## config.mk

```make
export PLATFORM = sky130hd
export DESIGN_NAME = fan_speed_ctrl_flat
export DESIGN_NICKNAME = d
export VERILOG_FILES = /design/src/rtl/fan_speed_ctrl_pkg.sv /design/src/rtl/fan_speed_ctrl_if.sv /design/src/rtl/fan_speed_ctrl_duty_step.sv /design/src/rtl/fan_speed_ctrl.sv /design/src/flat_wrapper.sv
export SDC_FILE = /design/constraint.sdc
export NUM_CORES = 1
export LEC_CHECK = 0
export CORE_ASPECT_RATIO = 0.8
export CORE_MARGIN = 8
export CORE_UTILIZATION = 40
export CTS_CLUSTER_DIAMETER = 120
export DETAILED_ROUTE_END_ITERATION = 12
export PLACE_DENSITY = 0.65
export SLEW_MARGIN = 20
export SYNTH_ARGS = -nofsm -noshare
export SYNTH_HDL_FRONTEND = slang
export SYNTH_HIERARCHICAL = 1
export SYNTH_SLANG_ARGS = --single-unit
```

## constraint.sdc

```tcl
create_clock -name host_clk -period 5.3 [get_ports host_clk]
set_clock_uncertainty 0.2 [all_clocks]
set_input_delay 0.53 -clock host_clk [delete_from_list [all_inputs] [get_ports host_clk]]
set_output_delay 0.53 -clock host_clk [all_outputs]
set_load 0.02 [all_outputs]
```

## src/rtl/fan_speed_ctrl_pkg.sv

```systemverilog
// rtl/fan_speed_ctrl_pkg.sv - shared state encoding and default widths for the fan speed controller
package fan_pkg;

    typedef enum logic [1:0] {
        IDLE = 2'd0,
        KICK = 2'd1,
        RUN  = 2'd2
    } fan_state_t;

    localparam int FAN_DUTY_W   = 10;
    localparam int FAN_RPM_W    = 16;
    localparam int FAN_MIN_DUTY = 128;

endpackage

```

## src/rtl/fan_speed_ctrl_if.sv

```systemverilog
// rtl/fan_speed_ctrl_if.sv - target write handshake and tach measurement strobe
interface fan_speed_ctrl_if #(
    parameter int RPM_W = fan_pkg::FAN_RPM_W
) ();
    logic             target_valid;
    logic             target_ready;
    logic [RPM_W-1:0] target_rpm;
    logic             rpm_valid;
    logic [RPM_W-1:0] rpm;

    modport master (
        output target_valid, target_rpm, rpm_valid, rpm,
        input  target_ready
    );

    modport slave (
        input  target_valid, target_rpm, rpm_valid, rpm,
        output target_ready
    );
endinterface

```

## src/rtl/fan_speed_ctrl_duty_step.sv

```systemverilog
// rtl/fan_speed_ctrl_duty_step.sv - one proportional duty step: scaled tach error added to duty, clamped
module fan_duty_step #(
    parameter int DUTY_W     = fan_pkg::FAN_DUTY_W,
    parameter int RPM_W      = fan_pkg::FAN_RPM_W,
    parameter int MIN_DUTY   = fan_pkg::FAN_MIN_DUTY,
    parameter int STEP_SHIFT = 2
) (
    input  logic [DUTY_W-1:0] duty,
    input  logic [RPM_W-1:0]  tgt,
    input  logic [RPM_W-1:0]  rpm,
    output logic [DUTY_W-1:0] duty_next
);
    localparam int ERR_W = RPM_W + 1;
    localparam int SUM_W = RPM_W + 2;
    localparam logic signed [SUM_W-1:0] SUM_LO = SUM_W'(MIN_DUTY);
    localparam logic signed [SUM_W-1:0] SUM_HI = SUM_W'((1 << DUTY_W) - 1);

    logic signed [ERR_W-1:0] err;
    logic signed [ERR_W-1:0] delta;
    logic signed [SUM_W-1:0] sum;

    always_comb begin
        err   = $signed({1'b0, tgt}) - $signed({1'b0, rpm});
        delta = err >>> STEP_SHIFT;
        sum   = $signed({{(SUM_W-DUTY_W){1'b0}}, duty})
              + $signed({{(SUM_W-ERR_W){delta[ERR_W-1]}}, delta});
        if (sum < SUM_LO) begin
            duty_next = DUTY_W'(MIN_DUTY);
        end else if (sum > SUM_HI) begin
            duty_next = '1;
        end else begin
            duty_next = sum[DUTY_W-1:0];
        end
    end
endmodule

```

## src/rtl/fan_speed_ctrl.sv

```systemverilog
// rtl/fan_speed_ctrl.sv - closed-loop fan duty controller with kick-start; FAN_STALL_DETECT_EN adds stall recovery
module fan_speed_ctrl
    import fan_pkg::*;
#(
    parameter int DUTY_W        = FAN_DUTY_W,
    parameter int RPM_W         = FAN_RPM_W,
    parameter int MIN_DUTY      = FAN_MIN_DUTY,
    parameter int STEP_SHIFT    = 2,
    parameter int KICK_WINDOWS  = 2,
    parameter int STALL_WINDOWS = 3
) (
    input  logic              host_clk,
    input  logic              reset,
    fan_speed_ctrl_if.slave   bus,
    output logic [DUTY_W-1:0] duty,
    output logic              stalled,
    output logic [1:0]        state
);
    localparam int KC_W = $clog2(KICK_WINDOWS) + 1;

    fan_state_t        state_q, state_d;
    logic [DUTY_W-1:0] duty_q, duty_d;
    logic [RPM_W-1:0]  tgt_q, tgt_d;
    logic [KC_W-1:0]   kick_cnt_q, kick_cnt_d;
    logic [DUTY_W-1:0] step_duty;
    logic              wr_acc;
`ifdef FAN_STALL_DETECT_EN
    localparam int ZC_W = $clog2(STALL_WINDOWS + 1);
    logic [ZC_W-1:0]   zero_cnt_q, zero_cnt_d;
    logic              stalled_q, stalled_d;
`endif

    // Measurements win over writes; the writer simply retries next cycle.
    assign bus.target_ready = !bus.rpm_valid;
    assign wr_acc           = bus.target_valid && bus.target_ready;

    fan_duty_step #(
        .DUTY_W     (DUTY_W),
        .RPM_W      (RPM_W),
        .MIN_DUTY   (MIN_DUTY),
        .STEP_SHIFT (STEP_SHIFT)
    ) u_step (
        .duty      (duty_q),
        .tgt       (tgt_q),
        .rpm       (bus.rpm),
        .duty_next (step_duty)
    );

    always_comb begin
        state_d    = state_q;
        duty_d     = duty_q;
        tgt_d      = tgt_q;
        kick_cnt_d = kick_cnt_q;
`ifdef FAN_STALL_DETECT_EN
        zero_cnt_d = zero_cnt_q;
        stalled_d  = stalled_q;
`endif
        if (wr_acc) begin
            tgt_d = bus.target_rpm;
`ifdef FAN_STALL_DETECT_EN
            stalled_d = 1'b0;
`endif
            if (bus.target_rpm == '0) begin
                state_d    = IDLE;
                duty_d     = '0;
                kick_cnt_d = '0;
`ifdef FAN_STALL_DETECT_EN
                zero_cnt_d = '0;
`endif
            end else if (state_q == IDLE) begin
                state_d    = KICK;
                duty_d     = '1;
                kick_cnt_d = '0;
            end
        end else if (bus.rpm_valid) begin
            case (state_q)
                KICK: begin
                    kick_cnt_d = kick_cnt_q + 1'b1;
                    if (kick_cnt_q == KC_W'(KICK_WINDOWS - 1)) begin
                        state_d = RUN;
                        duty_d  = DUTY_W'(MIN_DUTY);
                    end
                end
                RUN: begin
                    duty_d = step_duty;
`ifdef FAN_STALL_DETECT_EN
                    if (bus.rpm != '0) begin
                        zero_cnt_d = '0;
                    end else if (zero_cnt_q != ZC_W'(STALL_WINDOWS)) begin
                        zero_cnt_d = zero_cnt_q + 1'b1;
                    end
                    // A stall re-kicks the fan at full duty rather than stepping.
                    if (zero_cnt_d == ZC_W'(STALL_WINDOWS)) begin
                        stalled_d  = 1'b1;
                        duty_d     = '1;
                        kick_cnt_d = '0;
                        zero_cnt_d = '0;
                        state_d    = KICK;
                    end
`endif
                end
                default: ;
            endcase
        end
    end

    always_ff @(posedge host_clk or posedge reset) begin
        if (reset) begin
            state_q    <= IDLE;
            duty_q     <= '0;
            tgt_q      <= '0;
            kick_cnt_q <= '0;
`ifdef FAN_STALL_DETECT_EN
            zero_cnt_q <= '0;
            stalled_q  <= 1'b0;
`endif
        end else begin
            state_q    <= state_d;
            duty_q     <= duty_d;
            tgt_q      <= tgt_d;
            kick_cnt_q <= kick_cnt_d;
`ifdef FAN_STALL_DETECT_EN
            zero_cnt_q <= zero_cnt_d;
            stalled_q  <= stalled_d;
`endif
        end
    end

    assign duty  = duty_q;
    assign state = state_q;
`ifdef FAN_STALL_DETECT_EN
    assign stalled = stalled_q;
`else
    assign stalled = 1'b0;
`endif
endmodule
```

## src/flat_wrapper.sv

```systemverilog
// flat-port wrapper written by rule: the top's interface ports become plain ports
module fan_speed_ctrl_flat import fan_pkg::*;
#(
    parameter int DUTY_W        = FAN_DUTY_W,
    parameter int RPM_W         = FAN_RPM_W,
    parameter int MIN_DUTY      = FAN_MIN_DUTY,
    parameter int STEP_SHIFT    = 2,
    parameter int KICK_WINDOWS  = 2,
    parameter int STALL_WINDOWS = 3
)
  (host_clk, reset, duty, stalled, state, bus_target_valid, bus_target_rpm, bus_rpm_valid, bus_rpm, bus_target_ready);
  fan_speed_ctrl_if #(.RPM_W(RPM_W)) bus_i ();
  input  logic host_clk;
  input  logic reset;
  output logic [DUTY_W-1:0] duty;
  output logic stalled;
  output logic [1:0] state;
  input wire logic [$bits(bus_i.target_valid)-1:0] bus_target_valid;
  input wire logic [$bits(bus_i.target_rpm)-1:0] bus_target_rpm;
  input wire logic [$bits(bus_i.rpm_valid)-1:0] bus_rpm_valid;
  input wire logic [$bits(bus_i.rpm)-1:0] bus_rpm;
  output wire logic [$bits(bus_i.target_ready)-1:0] bus_target_ready;
  assign bus_i.target_valid = bus_target_valid;
  assign bus_i.target_rpm = bus_target_rpm;
  assign bus_i.rpm_valid = bus_rpm_valid;
  assign bus_i.rpm = bus_rpm;
  assign bus_target_ready = bus_i.target_ready;
  fan_speed_ctrl #(.DUTY_W(DUTY_W), .RPM_W(RPM_W), .MIN_DUTY(MIN_DUTY), .STEP_SHIFT(STEP_SHIFT), .KICK_WINDOWS(KICK_WINDOWS), .STALL_WINDOWS(STALL_WINDOWS)) u_core (.host_clk(host_clk), .reset(reset), .bus(bus_i), .duty(duty), .stalled(stalled), .state(state));
endmodule
```

---- Word level (Yosys, flattened, before mapping) ----
Cells that the tools add are included.
Widths: inputs -> output; s select.
storage, ports and cells
  bits in registers ....................... 30
  latch bits .............................. 0
  RAM bits ................................ 0
  memory bits (read-only) ................. 0
  bits of input ports ..................... 36
  memories ................................ 0
operators by class
  add/sub/neg operators ................... 3
  $mul .................................... 0
  divide/modulo/power cells ............... 0
  order comparisons ....................... 2
  eq/ne operators ......................... 5
  shifts and indexed selects .............. 0
  muxes and demuxes ....................... 19
  bitwise gates (word level) .............. 0
  reductions and logical operators ........ 11
operators with widths
  operator              count
  $mux 10               7
  $mux 2                11
  $pmux 10 s2           1
  $sub 16x16->17        1
  $add 11x15->16        1
  $gt 16x11->1 const B  1
  $logic_not 16->1      1
  $lt 16x9->1 const B   1
  $reduce_and 4->1      2
  $reduce_bool 2->1     3
  $eq 2x1->1 const B    2
  $ne 3x1->1 const B    1
  $ne 3x3->1 const B    1
  $reduce_and 3->1      1
  $reduce_bool 3->1     1
  $add 2x1->2 const B   1
  $eq 2x2->1 const B    1
  $logic_not 2->1       1
  $logic_and 1x1->1     1
  $logic_not 1->1       1

---- Depth between registers and ports, before layout ----
  depth in word-level cells ............... 8
  mapped depth ............................ 20
  mapped depth without buffers ............ 20

---- Modules after synthesis ----
The synthesis kept the hierarchy.
by module, submodules not included
  module          instances  cells an instance  area an instance (um2)  sequential area each (um2)
  fan_speed_ctrl  1          143                1,401.3                 750.7
  fan_duty_step   1          192                1,336.3                 0.0

---- Worst setup path before layout ----
Ideal clock, no wire load.
  path kind ............................... input -> register
  from .................................... input port bus_rpm[1]
  to ...................................... register u_core.duty_q[7], in the netlist u_core/duty[7]
  setup time .............................. 0.123 ns
  data arrival time ....................... 4.144 ns
  required time ........................... 4.977 ns
  path slack .............................. 0.833 ns
  cell stages on the path ................. 18
  cells stage by stage .................... inv_1 -> ha_1 -> a2111o_1 -> a31oi_1 -> o21bai_1 -> xor2_1 -> ha_1 -> o21ai_0 -> o21ai_0 -> a211oi_1 -> o31ai_1 -> o21ai_0 -> nor4_1 -> o2bb2ai_1 -> nand3_1 -> o32ai_1 -> nand2_1 -> o221a_2
on the way
  longest elaborated chain between the ends .. 8
RTL lines
  element                  RTL line                        source
  start: declaration       flat_wrapper.sv:21              input wire logic [$bits(bus_i.rpm)-1:0] bus_rpm;
  $sub 16x16->17 *         fan_speed_ctrl_duty_step.sv:23  err = $signed({1'b0, tgt}) - $signed({1'b0, rpm});
  $add 11x15->16 *         fan_speed_ctrl_duty_step.sv:26  + $signed({{(SUM_W-ERR_W){delta[ERR_W-1]}}, delta});
  $gt 16x11->1             fan_speed_ctrl_duty_step.sv:29  end else if (sum > SUM_HI) begin
  $mux 10                  fan_speed_ctrl_duty_step.sv:29
  $mux 10 *                fan_speed_ctrl_duty_step.sv:27  if (sum < SUM_LO) begin
  via u_core.step_duty[7]  fan_speed_ctrl.sv:25            logic [DUTY_W-1:0] step_duty;
  $pmux 10 s2 *            fan_speed_ctrl.sv:76            case (state_q)
  $mux 10 *                fan_speed_ctrl.sv:75            end else if (bus.rpm_valid) begin
  $mux 10 *                fan_speed_ctrl.sv:58            if (wr_acc) begin
  end signal: assignment   fan_speed_ctrl.sv:119           duty_q <= duty_d;
  end: declaration         fan_speed_ctrl.sv:22            logic [DUTY_W-1:0] duty_q, duty_d;
The timed path passes the listed nets; every way through them passes the cells marked *. The select of a mux whose other input is x is not followed.
A chain may end at the register's enable or synchronous reset.

---- Worst setup path after layout ----
Ends and elaborated chain as after synthesis.

==> out/metrics.cfg <==
[status]
status = finished clean

[synthesis]
yosys_warnings = 6
yosys_most_used_dff = dfrtp_1
synthArstFlopShare = 1.00
synthesis.instances = 335
synth-seq-cells = 30
yosysUniqueCellTypes = 55
syn-cell-area_um2 = 2740
synth_edf_count = 0
syn_nets = 399
ys_seq_area_frac = 0.274
syn_avg_cell_area_um2 = 8.17

[sta]
fin_setup_tns_ns = 0
clock.fmax_mhz = 208
worst_pin_slew_ns = 0.920
rsz0062_at_grt = false
finalHoldViolCount = 0
slew_viol_final = 0
final.min_clock_period_ns = 4.81
min_period_over_period = 0.907
setup_viol = 0
slew_headroom = 0.387

[floorplan]
rows = 27
core-area_um2 = 6760
start_util = 0.405
die-area_um2 = 9760
io_pins = 50
chipWidth_um = 108
die_h_um = 90.0

[clock_network]
clkTransAtPathRegs_ns = 0.07
htree_levels = 2
cts.sinks = 30
cts_made_buffers = 5
cts.path.max_buffers = 2
clk_latency_ns = 0.28
cts_tree = done
root_buffer = clkbuf_8
post_cts_buffers = 0

[worst_hold_path]
min_delay_path_depth = 2
min_from = u_core/tgt_q[0]
min_to = u_core/tgt_q[0]
hold_path_class = flip-flop to flip-flop

[power_and_ir_drop]
p_per_area_nw_per_um2 = 344
p_leak_nw = 1.55
ir_worst_vdd_v = 0.000113

[critical_path]
arrival_ns = 4.78
r2r-start = u_core/tgt_q[1]
cp.buffers_inverters = 2
path_cells = clkdlybuf4s50_1 > inv_1 > ha_1 > a2111o_1 > a31oi_1 > o21bai_1 > a21oi_1 > xnor2_1 > ha_1 > nand4_1 > o21ai_0 > nor2_1 > a31oi_1 > nor4_2 > mux2i_1 > o2bb2ai_1 > nand3_1 > o32ai_1 > nand2_1 > o221a_2
critical_path_class = input pin to flip-flop
reg2reg_to = u_core/duty[7]
critical_path.slowest_cell = clkdlybuf4s50_1
cp.required_ns = 5.27
reg2reg_depth = 18
critPathMaxFanout = 6
crit_path_start_kind = input pin
cp-startpoint = bus_rpm[1]
critPathCaptureType = flip-flop
path_delay_family = compound AO/OA/AOI/OAI gates
max_stage_delay_ns = 0.45
ff2ff_setup_slack_ns = 0.82

[placed_design]
place_hpwl_um = 5670
post_dp_cell_area_um2 = 3310
port_buffers = 48
place_congestion = 0.855

[layout]
fillers = 656
syn_to_final_growth_pct = 24.3
drive_gt1_frac = 0.0698
final_cell_mix = 72 x nand2_1, 48 x clkdlybuf4s50_1, 30 x dfrtp_1, 27 x ha_1, 25 x a21oi_1
n_antenna_cell = 0
stdcell_area_um2 = 3400
nets = 450
multiInputGateArea_um2 = 1850
seqCellArea_um2 = 751
layout_commonest_cell = nand2_1

[route]
drt_wl_total_um = 7090
route.vias.total = 2519
viasPerCell = 5.31
ant_nets = 0
drc = 0
dr.pass1.iters = 4
wl_per_cell_um = 15.0
drt_iter0_drc = 83

[global_routing]
antenna_found_initial = 0
grt_pass1_vias = 2576
grt_pass1_wl_um = 12200
grt_max_degree = 31
grt_usage = 0.151
overflow = 0

[job]
cap_violations = 0

[power breakdown]
part | internal [W] | switching [W] | total, W
registers | 0.000260 | 0.0000287 | 0.000288
clock network | 0.000105 | 0.0000909 | 0.000196
logic | 0.000305 | 0.000381 | 0.000686
[worst reg2reg max path, delay by kind of cell, from the launching register on]
kind                     cells  cell delay [ns]
AND/OR/NAND/NOR              5             0.85
multiplexers                 1             0.15
adder cells (fa/ha/maj)      2             0.64
flip-flops                   1             0.38
AO/OA/AOI/OAI                9             2.00
XOR/XNOR                     1             0.16
[final cells by class]
type,instances,area share
Clock buffer,7,0.0254
Clock inverter,1,0.00147
Inverter,24,0.0265
Multi-Input combinational cell,273,0.544
Sequential cell,30,0.221
Tap cell,87,0.0320
Timing Repair Buffer,52,0.150
[kinds of logic after synthesis]
| family | share of synthesized area |
|---|---|
| AOI/OAI and AO/OA | 0.241 |
| other | 0.00137 |
| and+or+nand+nor | 0.249 |
| DFF | 0.274 |
| xor gates and xnor gates | 0.0480 |
| muxes | 0.00366 |
| adders and majority gates | 0.131 |
| buffers and inverters | 0.0516 |
[synthesized netlist by cell type (4+ instances only)]
cell | n | area, µm²
nand2_1 | 72 | 270
a21o_1 | 5 | 37.5
nand2b_1 | 5 | 31.3
xor2_1 | 5 | 43.8
dfrtp_1 | 30 | 751
ha_1 | 27 | 338
a211oi_1 | 8 | 60.1
nor3_1 | 5 | 25.0
a2bb2oi_1 | 8 | 70.1
o21ai_0 | 17 | 85.1
a21oi_1 | 25 | 125
and3_1 | 4 | 25.0
xnor2_1 | 10 | 87.6
o211ai_1 | 4 | 30.0
inv_1 | 24 | 90.1
nor2_1 | 16 | 60.1
nand3_1 | 8 | 40.0
[state kept, by name (all words and copies together), names as in the netlist]
name / cells
u_core/kick_cnt_q: 2
u_core/state: 2
u_core/duty: 10
u_core/tgt_q: 16
[layer usage]
layer  share of wire  up-vias  global-route usage  routed length, µm
met5               0        -                   0                  0
met4          0.0066        0              0.0341                 47
met3           0.049        5              0.0342                346
met2            0.43       56               0.232               3080
met1            0.51     1160               0.207               3620
li1                -     1298                   -                  -
[timing repair]
action / 4_1_cts / 5_1_grt
hold buffers: 0 / 0
resized for setup: 0 / 1
endpoints found under the setup margin: 0 / 1
[stage by stage]
step	cells	hold slack [ns]	utilization	power [W]	setup slack, ns
2_1_floorplan	335	0.246	-	0.000791	0.833
3_3_place_gp	466	0.262	0.489	0.000966	0.266
3_5_place_dp	466	0.266	0.489	0.000965	0.114
4_1_cts	474	0.283	0.503	0.00117	0.411
5_1_grt	474	0.306	0.504	0.00127	0.100
6_report	474	0.279	0.504	0.00117	0.494
[worst max-delay path by stage]
stage | endpoint | slack, ns | depth (start not counted)
after global placement | u_core/duty[7] | 0.27 | 20
after detailed placement | u_core/duty[7] | 0.11 | 20
final | u_core/duty[7] | 0.49 | 20
after CTS | u_core/duty[7] | 0.41 | 20
after floorplan | u_core/duty[7] | 0.83 | 18
after global routing | u_core/duty[7] | 0.10 | 20
Power figures use the tool's default switching activity.
